File: config.mk
export PLATFORM = sky130hd
export DESIGN_NAME = halflife_ctrl
export DESIGN_NICKNAME = d
export VERILOG_FILES = /design/src/rtl/halflife_ctrl.sv
export SDC_FILE = /design/constraint.sdc
export NUM_CORES = 1
export LEC_CHECK = 0
export ABC_AREA = 1
export CAP_MARGIN = 30
export CORE_MARGIN = 4
export CORE_UTILIZATION = 35
export CTS_CLUSTER_SIZE = 10
export DETAILED_ROUTE_END_ITERATION = 16
export DONT_BUFFER_PORTS = 1
export GPL_ROUTABILITY_DRIVEN = 0
export GPL_TIMING_DRIVEN = 0
export SETUP_SLACK_MARGIN = 0.3
export SKIP_LAST_GASP = 1
export SLEW_MARGIN = 0
export SYNTH_ARGS = -nofsm -noshare
export SYNTH_HDL_FRONTEND = slang
export SYNTH_SLANG_ARGS = --single-unit
File: constraint.sdc
create_clock -name clk -period 2.55 [get_ports clk]
set_clock_uncertainty 0.15 [all_clocks]
set_input_delay 0.51 -clock clk [delete_from_list [all_inputs] [get_ports clk]]
set_output_delay 0.51 -clock clk [all_outputs]
set_load 0.05 [all_outputs]
File: src/rtl/halflife_ctrl.sv
// halflife_ctrl: button front-end and decay sequencer for a 4-bit
// up/down/load counter. Buttons are synchronised and edge-detected, then
// decoded into one-cycle up/down/load strobes. A RUN state reloads the
// counter with half its value every max(period,1)+1 cycles until it is zero.
module halflife_ctrl #(
    parameter int N     = 4,
    parameter int DIV_W = 8
) (
    input  logic             clk,
    input  logic             rst,
    input  logic             btn_set,
    input  logic             btn_inc,
    input  logic             btn_dec,
    input  logic             btn_start,
    input  logic [N-1:0]     seed,
    input  logic [DIV_W-1:0] period,
    input  logic [N-1:0]     cnt,
    output logic             up,
    output logic             down,
    output logic             load,
    output logic [N-1:0]     in,
    output logic             busy,
    output logic             done,
    output logic [3:0]       halvings
);

    localparam logic [1:0] S_IDLE = 2'd0;
    localparam logic [1:0] S_RUN  = 2'd1;
    localparam logic [1:0] S_DONE = 2'd2;

    // Button bit order inside the vectors: 0=set, 1=start, 2=inc, 3=dec
    logic [3:0]       w_btn;
    logic [3:0]       r_sync1;
    logic [3:0]       r_sync2;
    logic [3:0]       r_prev;
    logic [3:0]       w_pulse;

    logic [1:0]       r_state;
    logic [DIV_W-1:0] r_pre;
    logic             r_up;
    logic             r_down;
    logic             r_load;
    logic [N-1:0]     r_in;
    logic [3:0]       r_halv;

    logic [DIV_W-1:0] w_per;
    logic [N-1:0]     w_half;
    logic [N-1:0]     w_max;

    assign w_btn   = {btn_dec, btn_inc, btn_start, btn_set};
    assign w_pulse = r_sync2 & ~r_prev;

    // A period of 0 is floored to 1 so the counter has always absorbed the
    // previous load before cnt is halved again.
    assign w_per  = (period == '0) ? {{(DIV_W-1){1'b0}}, 1'b1} : period;
    assign w_half = cnt >> 1;
    assign w_max  = {N{1'b1}};

    // Two-flop synchroniser followed by a previous-value flop for edge detect
    always_ff @(posedge clk) begin
        if (!rst) begin
            r_sync1 <= '0;
            r_sync2 <= '0;
            r_prev  <= '0;
        end else begin
            r_sync1 <= w_btn;
            r_sync2 <= r_sync1;
            r_prev  <= r_sync2;
        end
    end

    // Sequencer: decodes pulses by priority (set > start > inc > dec) and
    // drives registered strobes; strobes default low so each lasts one cycle
    always_ff @(posedge clk) begin
        if (!rst) begin
            r_state <= S_IDLE;
            r_pre   <= '0;
            r_up    <= 1'b0;
            r_down  <= 1'b0;
            r_load  <= 1'b0;
            r_in    <= '0;
            r_halv  <= '0;
        end else begin
            r_up   <= 1'b0;
            r_down <= 1'b0;
            r_load <= 1'b0;
            case (r_state)
                S_IDLE: begin
                    if (w_pulse[0]) begin
                        r_load <= 1'b1;
                        r_in   <= seed;
                        r_halv <= '0;
                    end else if (w_pulse[1]) begin
                        if (cnt == '0) begin
                            r_state <= S_DONE;
                        end else begin
                            r_state <= S_RUN;
                            r_pre   <= '0;
                            r_halv  <= '0;
                        end
                    end else if (w_pulse[2]) begin
                        // Saturate instead of letting the counter wrap
                        if (cnt != w_max) r_up <= 1'b1;
                    end else if (w_pulse[3]) begin
                        if (cnt != '0) r_down <= 1'b1;
                    end
                end
                S_RUN: begin
                    if (w_pulse[0]) begin
                        // Abort keeps halvings for inspection until next start
                        r_load  <= 1'b1;
                        r_in    <= seed;
                        r_state <= S_IDLE;
                        r_pre   <= '0;
                    end else if (r_pre == w_per) begin
                        r_pre  <= '0;
                        r_load <= 1'b1;
                        r_in   <= w_half;
                        if (r_halv != 4'hF) r_halv <= r_halv + 4'd1;
                        if (w_half == '0) r_state <= S_DONE;
                    end else begin
                        r_pre <= r_pre + 1'b1;
                    end
                end
                S_DONE: begin
                    if (w_pulse[0]) begin
                        r_load  <= 1'b1;
                        r_in    <= seed;
                        r_state <= S_IDLE;
                    end
                end
                default: r_state <= S_IDLE;
            endcase
        end
    end

    assign up       = r_up;
    assign down     = r_down;
    assign load     = r_load;
    assign in       = r_in;
    assign busy     = (r_state == S_RUN);
    assign done     = (r_state == S_DONE);
    assign halvings = r_halv;

endmodule

==> results.cfg, run 1 <==
[critical_path]
critPathLaunch = r_state[1]$_SDFFE_PN0P_
start_kind = flop
cp_max_fo = 4
critPathArrivalTime_ns = 1.37
endpoint_kind = output pin
crit-reg2reg-launch = halvings[0]$_SDFFE_PN0P_
worst-setup-path-type = flop to output pin
worstPathRequired_ns = 1.89

[clock_tree]
cts_hold_buf = 0
clk_path_buf_depth = 2
numCtsBuffers = 5
clock_latency_ns = 0.28
tritoncts = done
cts.sinks = 33
clk_pin_slew_ns = 0.07
cts_htree_levels = 2
post_cts_resize_count = 1
cts-root-buf = clkbuf_8
cts_setup_buffers = 0

[drt]
wl_microns = 3390
drtAntennaViolNets = 0
drtIter0Drc = 58
post_drt_wl_per_cell_microns = 10.5
via_per_inst = 4.45
drcViolationCount = 0
drt_first_pass_iters = 4
num_vias = 1438

[die]
dieArea_sq_mm = 0.00609
die_y_microns = 78.0
die_w_microns = 78.0
start_util_pct = 36.3
core_area_sq_mm = 0.00472
io_pins = 35
row_count = 25

[timing]
grt_setup_unrepaired = no
tightest_slew_ns = 0.659
setup_violations = 0
post-route-period-util_pct = 79.7
relSlewSlack_pct = 56.0
period_needed_ns = 2.03
setup_slack_ns = 0.519
setup_tns_ns = 0
hold_viol_final = 0
slew_viol_final = 0
fmax_ghz = 0.492

[power_and_ir_drop]
peakVddDrop_uv = 374
power_density_mw_per_mm2 = 1010
finalPower_mw = 1.91
power_frac_seq_pct = 46.5
clock_power_share_pct = 19.9
power_leakage_nw = 0.893
power.internal_mw = 1.01
comb_power_share_pct = 33.6
sw_frac_of_total_pct = 47.2
p_sw_mw = 0.904

[placement]
dpl.hpwl_microns = 2650
post-place-ws_ns = 0.356
dp.cells = 315
port_buffers = 0
placed_area_sq_mm = 0.00180

[synthesis]
synthSimpleGateAreaFrac_pct = 42.8
synth_mux_area_share_pct = 0
synth_top_cell_area_share_pct = 38.5
netlist_area_sq_mm = 0.00172
synth-warning-count = 0
synth_cell_types = 26
synth_compound_area_share_pct = 6.12
synth-async-reset-ratio_pct = 0
avgSynthCellArea_sq_um = 6.92
synth_fa_ha_area_share_pct = 1.46
syn_nets = 272
synth_top_area_cell = dfxtp_1
synthCells = 248
synth_edf_count = 0
synth_top_family_by_area = simple AND/OR/NAND/NOR gates
synth_xor_area_share_pct = 1.53
ys_seq_area_share_pct = 38.5
synth_flop_cell = dfxtp_1
synthTopCellsByArea = dfxtp_1 (38%), nand2_1 (17%), inv_1 (9.0%), nand3_1 (5.0%), nor2_1 (4.8%)
synth_seq_cells = 33

[min_path]
min_from = btn_set
hold_path_class = input port to flop

[finish]
fillers = 509
layout_commonest_cell = nand2_1
area_growth_pct = 10.1
stdcell_count = 323
seq_area_sq_um = 661
antenna_cells = 0
nets = 279
drive_gt1_share_pct = 13.3
layout_common_cells = nand2_1 (76), inv_1 (41), dfxtp_1 (33)
fin_area_sq_mm = 0.00189
multi_input_area_sq_um = 893

[global_route]
grt_max_degree = 12
antenna_found_initial = 0
grt_pass1_vias = 1345
grt_pass1_wl_microns = 5690
track_usage_pct = 11.6
overflow = 0

[outcome]
outcome = finished, final reports clean

[job]
max_cap_violations = 0
[sequential cells by signal, indices dropped and copies added, names as in the netlist]
signal,cells
r_sync2,4
up,1
r_sync1,4
r_state,2
r_prev,4
down,1
halvings,4
load,1
r_pre,8
in,4
[per-stage QoR]
step	util, %	hold slack (ns)
after floorplan	-	0.240
after global placement	38.1	0.243
after detailed placement	38.1	0.245
after CTS	40.0	0.159
after global routing	40.0	0.173
final	40.0	0.170
[power groups by stage]
stage	logic [mW]	registers (mW)	clock network, mW
floorplan	0.555	0.874	0
global placement	0.641	0.901	0
detailed placement	0.648	0.902	0
CTS	0.652	0.891	0.399
global route	0.744	0.903	0.420
finish	0.643	0.889	0.381
[layout make-up]
type / count / share of cell area [%]
multi-input cells: 171 / 47.3
well taps: 67 / 4.44
clock inverters: 3 / 0.927
flip-flops and latches: 33 / 35.0
clock buffers: 5 / 3.64
plain buffers: 2 / 0.397
inverters: 42 / 8.34
[final timing paths]
check | cells past startpoint | slack, ns | endpoint
max | 2 | 0.52 | done
min | 2 | 0.17 | r_sync1[0]$_SDFF_PN0_
max reg2reg | 6 | 0.61 | halvings[2]$_SDFFE_PN0P_
min reg2reg | 2 | 0.26 | r_sync2[0]$_SDFF_PN0_
[worst max-delay path, stage by stage (launching register included)]
cell and delay, ns:
dfxtp_1 0.44, inv_1 0.13, nor2_2 0.52
[routing by layer]
layer  track usage, %  up-vias  wire, microns
met5                0        -              0
met4             3.67        0             38
met3             3.78        4            172
met2             19.9       25           1620
met1             13.7      633           1570
li1                 -      776              -
[cell families (layout without fill, tap and decap cells)]
family | count (synthesis) | count (layout)
XOR/XNOR | 3 | 3
AND/OR/NAND/NOR | 147 | 147
flip-flops | 33 | 33
AO/OA/AOI/OAI | 19 | 19
adder cells (fa/ha/maj) | 2 | 2
buffers and inverters | 44 | 52
[synthesized netlist by cell type, drive strengths merged, types with 2 or more instances]
library cell and n:
dfxtp 33, clkbuf 2, ha 2, nand2 85, inv 42, nor2 29
nand3 18, xor2 2, a21oi 13, nand4 5, nor3 8, o21ai 3
No activity file was read; power rests on OpenSTA's default activity.
==> run 2, diff against run 1 <==
- clock period: 2.55 -> 1.7 ns (I/O delays scaled with it)
==> results.cfg, run 2 (same netlist as run 1, synthesis figures left out) <==
[global_route]
overflow = 0
track_usage_pct = 12.6
grt_pass1_vias = 1434
antenna_found_initial = 0
grt_pass1_wl_microns = 6170
grt_max_degree = 11

[timing]
slew_viol_final = 0
post-route-period-util_pct = 95.0
relSlewSlack_pct = 68.2
tightest_slew_ns = 0.478
grt_setup_unrepaired = yes
setup_violations = 0
fmax_ghz = 0.619
setup_slack_ns = 0.0850
period_needed_ns = 1.62
hold_viol_final = 0

[clock_tree]
clk_pin_slew_ns = 0.06
clock_latency_ns = 0.28
numCtsBuffers = 5
tritoncts = done
cts.sinks = 33
cts-root-buf = clkbuf_8
cts_htree_levels = 2
clk_path_buf_depth = 2

[finish]
regMostFlops = r_pre
stdcell_count = 331
utilization_pct = 43.8
nets = 288
layout_commonest_cell = nand2_1
seq_area_sq_um = 689
fillers = 489
area_growth_pct = 20.5
drive_gt1_share_pct = 28.0
multi_input_area_sq_um = 960
layout_common_cells = nand2_1 (71), inv_1 (37), nor2_1 (18)
largest_reg_flops = 8
antenna_cells = 0

[power_and_ir_drop]
power_density_mw_per_mm2 = 1510
power_frac_seq_pct = 43.8
power_leakage_nw = 0.955
power.internal_mw = 1.70
comb_power_share_pct = 37.6
p_sw_mw = 1.42
finalPower_mw = 3.11
peakVddDrop_uv = 527
clock_power_share_pct = 18.6
sw_frac_of_total_pct = 45.5

[die]
die_y_microns = 78.0
io_pins = 35
start_util_pct = 36.3
dieArea_sq_mm = 0.00609
core_area_sq_mm = 0.00472
row_count = 25
die_w_microns = 78.0

[critical_path]
cpPeakStageDelay_ns = 0.35
worst-setup-path-type = flop to flop
cp_max_fo = 8
crit_chain = buf_4 -> nor2_4 -> nand3_2 -> nand2_2 -> nor2_8 -> nand2_4 -> nor2_4 -> xor2_1 -> nor2_1
worstPathRequired_ns = 1.73
critPathArrivalTime_ns = 1.64
start_kind = flop
endpoint_kind = flop
slowest_stage = dfxtp_4
crit_top_cell = nor2_4

[placement]
dp.cells = 315
post-place-ws_ns = 0.000739
dpl.hpwl_microns = 2570
port_buffers = 0

[drt]
drtAntennaViolNets = 0
num_vias = 1463
wl_microns = 3470
post_drt_wl_per_cell_microns = 10.5
drt_first_pass_iters = 4
drtIter0Drc = 57
via_per_inst = 4.42
drcViolationCount = 0

[min_path]
hold_path_class = input port to flop

[outcome]
outcome = finished, final reports clean

[job]
max_cap_violations = 0
[run 2: metrics by stage]
| step | TNS, ns | hold slack (ns) | area (sq um) |
|---|---|---|---|
| after detailed placement | 0 | 0.249 | 1840 |
| after floorplan | 0 | 0.240 | 1760 |
| after CTS | 0 | 0.0129 | 2030 |
| final | 0 | 0.0226 | 2070 |
| after global placement | -0.0448 | 0.242 | 1840 |
| after global routing | -0.240 | 0.0299 | 2070 |
[run 2: worst paths after layout]
kind	from	end	slack (ns)	cells after the start
hold reg to reg	r_sync1[3]$_SDFF_PN0_	r_sync2[3]$_SDFF_PN0_	0.26	2
setup / recovery	r_state[0]$_SDFFE_PN0P_	r_pre[5]$_SDFFE_PN0P_	0.08	9
hold / removal	cnt[2]	up$_SDFF_PP0_	0.02	1
setup reg to reg	r_state[0]$_SDFFE_PN0P_	r_pre[5]$_SDFFE_PN0P_	0.08	9
[run 2: worst max-delay path, delay by kind of cell, from the launching register on]
family | cells | cell delay [ns]
flip-flops | 1 | 0.35
AND/OR/NAND/NOR | 7 | 0.68
XOR/XNOR | 1 | 0.16
buffers and inverters | 1 | 0.15
[run 2: layout make-up]
type                            instances  area share (%)
Multi-Input combinational cell        171            46.4
Sequential cell                        33            33.3
Inverter                               42            7.74
Clock buffer                            7            4.17
Tap cell                               67            4.05
Timing Repair Buffer                    9            3.93
Buffer                                  2           0.363
[run 2: what timing repair did]
action | 4_1_cts | 5_1_grt
cloned | 0 | 0
hold buffers | 4 | 0
setup endpoints to repair | 28 | 23
setup buffers | 4 | 1
resized for setup | 14 | 14
hold endpoints to repair | 4 | 0
pin swaps | 10 | 13
[run 2: layer usage]
layer	part of all wire (%)	track usage, %	vias up
li1	-	-	799
met1	46	15.8	635
met2	46	19.7	25
met4	1.2	5.24	0
met5	0	0	-
met3	6.3	4.47	4
[run 2: power by group through the flow]
stage          logic [mW]  registers (mW)  clock network [mW]
4_1_cts              1.13            1.36               0.611
6_report             1.17            1.36               0.580
5_1_grt              1.33            1.38               0.639
2_1_floorplan       0.876            1.35                   0
3_3_place_gp         1.01            1.39                   0
3_5_place_dp         1.02            1.39                   0
==> run 3, diff against run 2 <==
==> constraint.sdc (replaced) <==
create_clock -name clk -period 1.7 [get_ports clk]
set_clock_uncertainty 0.15 [all_clocks]
set_input_delay 0.255 -clock clk [delete_from_list [all_inputs] [get_ports clk]]
set_output_delay 0.255 -clock clk [all_outputs]
set_load 0.05 [all_outputs]
==> results.cfg, run 3 (same netlist as run 1, synthesis figures left out) <==
[outcome]
outcome = finished, final reports clean

[finish]
fillers = 484
area_growth_pct = 22.7
nets = 293
utilization_pct = 44.6
drive_gt1_share_pct = 24.5
largest_reg_flops = 8
regMostFlops = r_pre
layout_commonest_cell = nand2_1
antenna_cells = 0
layout_common_cells = nand2_1 (71), inv_1 (37), dfxtp_1 (23)

[timing]
post-route-period-util_pct = 94.9
setup_slack_ns = 0.0864
hold_viol_final = 0
setup_violations = 0
grt_setup_unrepaired = yes
relSlewSlack_pct = 65.4
slew_viol_final = 0
tightest_slew_ns = 0.518
hold_slack_ns = 0.0153
fmax_ghz = 0.620
period_needed_ns = 1.61

[clock_tree]
numCtsBuffers = 5
cts_htree_levels = 2
cts.sinks = 33
clk_pin_slew_ns = 0.06
clk_path_buf_depth = 2
clock_latency_ns = 0.28
cts-root-buf = clkbuf_8
tritoncts = done

[global_route]
overflow = 0
grt_pass1_wl_microns = 6330
grt_max_degree = 11
grt_pass1_vias = 1473
antenna_found_initial = 0
track_usage_pct = 12.9

[power_and_ir_drop]
sw_frac_of_total_pct = 45.5
power.internal_mw = 1.70
power_frac_seq_pct = 43.6
power_density_mw_per_mm2 = 1480
peakVddDrop_uv = 526
power_leakage_nw = 0.973
comb_power_share_pct = 37.8
p_sw_mw = 1.41
clock_power_share_pct = 18.7

[critical_path]
regToRegSetupSlack_ns = 0.09
crit-reg2reg-launch = r_state[0]$_SDFFE_PN0P_
crit_chain = buf_4 -> nor2_4 -> nand2_2 -> nand2_4 -> nor2_8 -> nand2_4 -> nor2_4 -> xor2_1 -> nor2_1
critPathArrivalTime_ns = 1.64
slowest_stage = dfxtp_4
r2r-end = r_pre[5]$_SDFFE_PN0P_
path_delay_family = simple AND/OR/NAND/NOR gates
path_buf_inv = 1
worstPathRequired_ns = 1.73
r2r.worst_path.cells = 9
endpoint_kind = flop
start_kind = flop
worst-setup-path-type = flop to flop
cp_max_fo = 8
cpPeakStageDelay_ns = 0.35

[drt]
drtAntennaViolNets = 0
via_per_inst = 4.48
post_drt_wl_per_cell_microns = 10.5
drcViolationCount = 0
drt_first_pass_iters = 4
num_vias = 1504
drtIter0Drc = 71
wl_microns = 3520

[placement]
dpl.hpwl_microns = 2570
port_buffers = 0
post-place-ws_ns = 0.000739

[min_path]
hold_path_class = input port to flop
holdPathEnd = r_pre[7]$_SDFFE_PN0P_
min_path_cells = 2
min_from = rst

[die]
core_area_sq_mm = 0.00472
die_w_microns = 78.0
io_pins = 35
row_count = 25
die_y_microns = 78.0
start_util_pct = 36.3
dieArea_sq_mm = 0.00609

[job]
max_cap_violations = 0
-- run 3: cell type report --
type                            instances  area, sq um  share of cell area, %
Buffer                                  2         7.51                  0.357
Multi-Input combinational cell        171          956                   45.4
Sequential cell                        33          681                   32.3
Timing Repair Buffer                   14          131                   6.24
Inverter                               42          160                   7.61
Clock buffer                            7         86.3                   4.10
Tap cell                               67         83.8                   3.98
-- run 3: timing repair --
action,CTS,global route
cloned,0,0
gates resized for setup,6,13
hold endpoints to repair,6,0
setup endpoints to repair,21,22
pin swaps,9,13
setup buffers,4,1
hold buffers,9,0
-- run 3: worst max path at each step --
stage / from / end / slack (ns) / cells after the start
2_1_floorplan: r_state[0]$_SDFFE_PN0P_ / r_state[0]$_SDFFE_PN0P_ / 0.16 / 9
3_3_place_gp: r_pre[1]$_SDFFE_PN0P_ / r_pre[4]$_SDFFE_PN0P_ / -0.01 / 11
3_5_place_dp: r_pre[1]$_SDFFE_PN0P_ / r_pre[5]$_SDFFE_PN0P_ / 0.0007 / 11
4_1_cts: r_state[0]$_SDFFE_PN0P_ / r_pre[1]$_SDFFE_PN0P_ / 0.09 / 8
5_1_grt: r_pre[2]$_SDFFE_PN0P_ / halvings[3]$_SDFFE_PN0P_ / -0.04 / 11
6_report: r_state[0]$_SDFFE_PN0P_ / r_pre[5]$_SDFFE_PN0P_ / 0.09 / 9
-- run 3: power by group through the flow --
stage	combinational (mW)	clock (mW)	sequential, mW
floorplan	0.876	0	1.35
CTS	1.13	0.611	1.35
global placement	1.01	0	1.39
finish	1.18	0.580	1.35
detailed placement	1.02	0	1.39
global route	1.33	0.639	1.37
-- run 3: metal layers --
| metal | global-route usage (%) | wire length (microns) | up-vias | share of wire [%] |
|---|---|---|---|---|
| met5 | 0 | 0 | - | 0 |
| met4 | 6.29 | 73 | 0 | 2.1 |
| met3 | 4.47 | 234 | 8 | 6.6 |
| met2 | 19.8 | 1630 | 33 | 46 |
| met1 | 16.2 | 1580 | 653 | 45 |
| li1 | - | - | 810 | - |
-- run 3: metrics by stage --
stage          TNS, ns  total power, mW  area [sq um]  cells
6_report             0             3.11          2110    336
4_1_cts              0             3.09          2060    335
5_1_grt         -0.242             3.35          2110    336
3_5_place_dp         0             2.41          1840    315
2_1_floorplan        0             2.23          1760    248
3_3_place_gp   -0.0448             2.40          1840    315
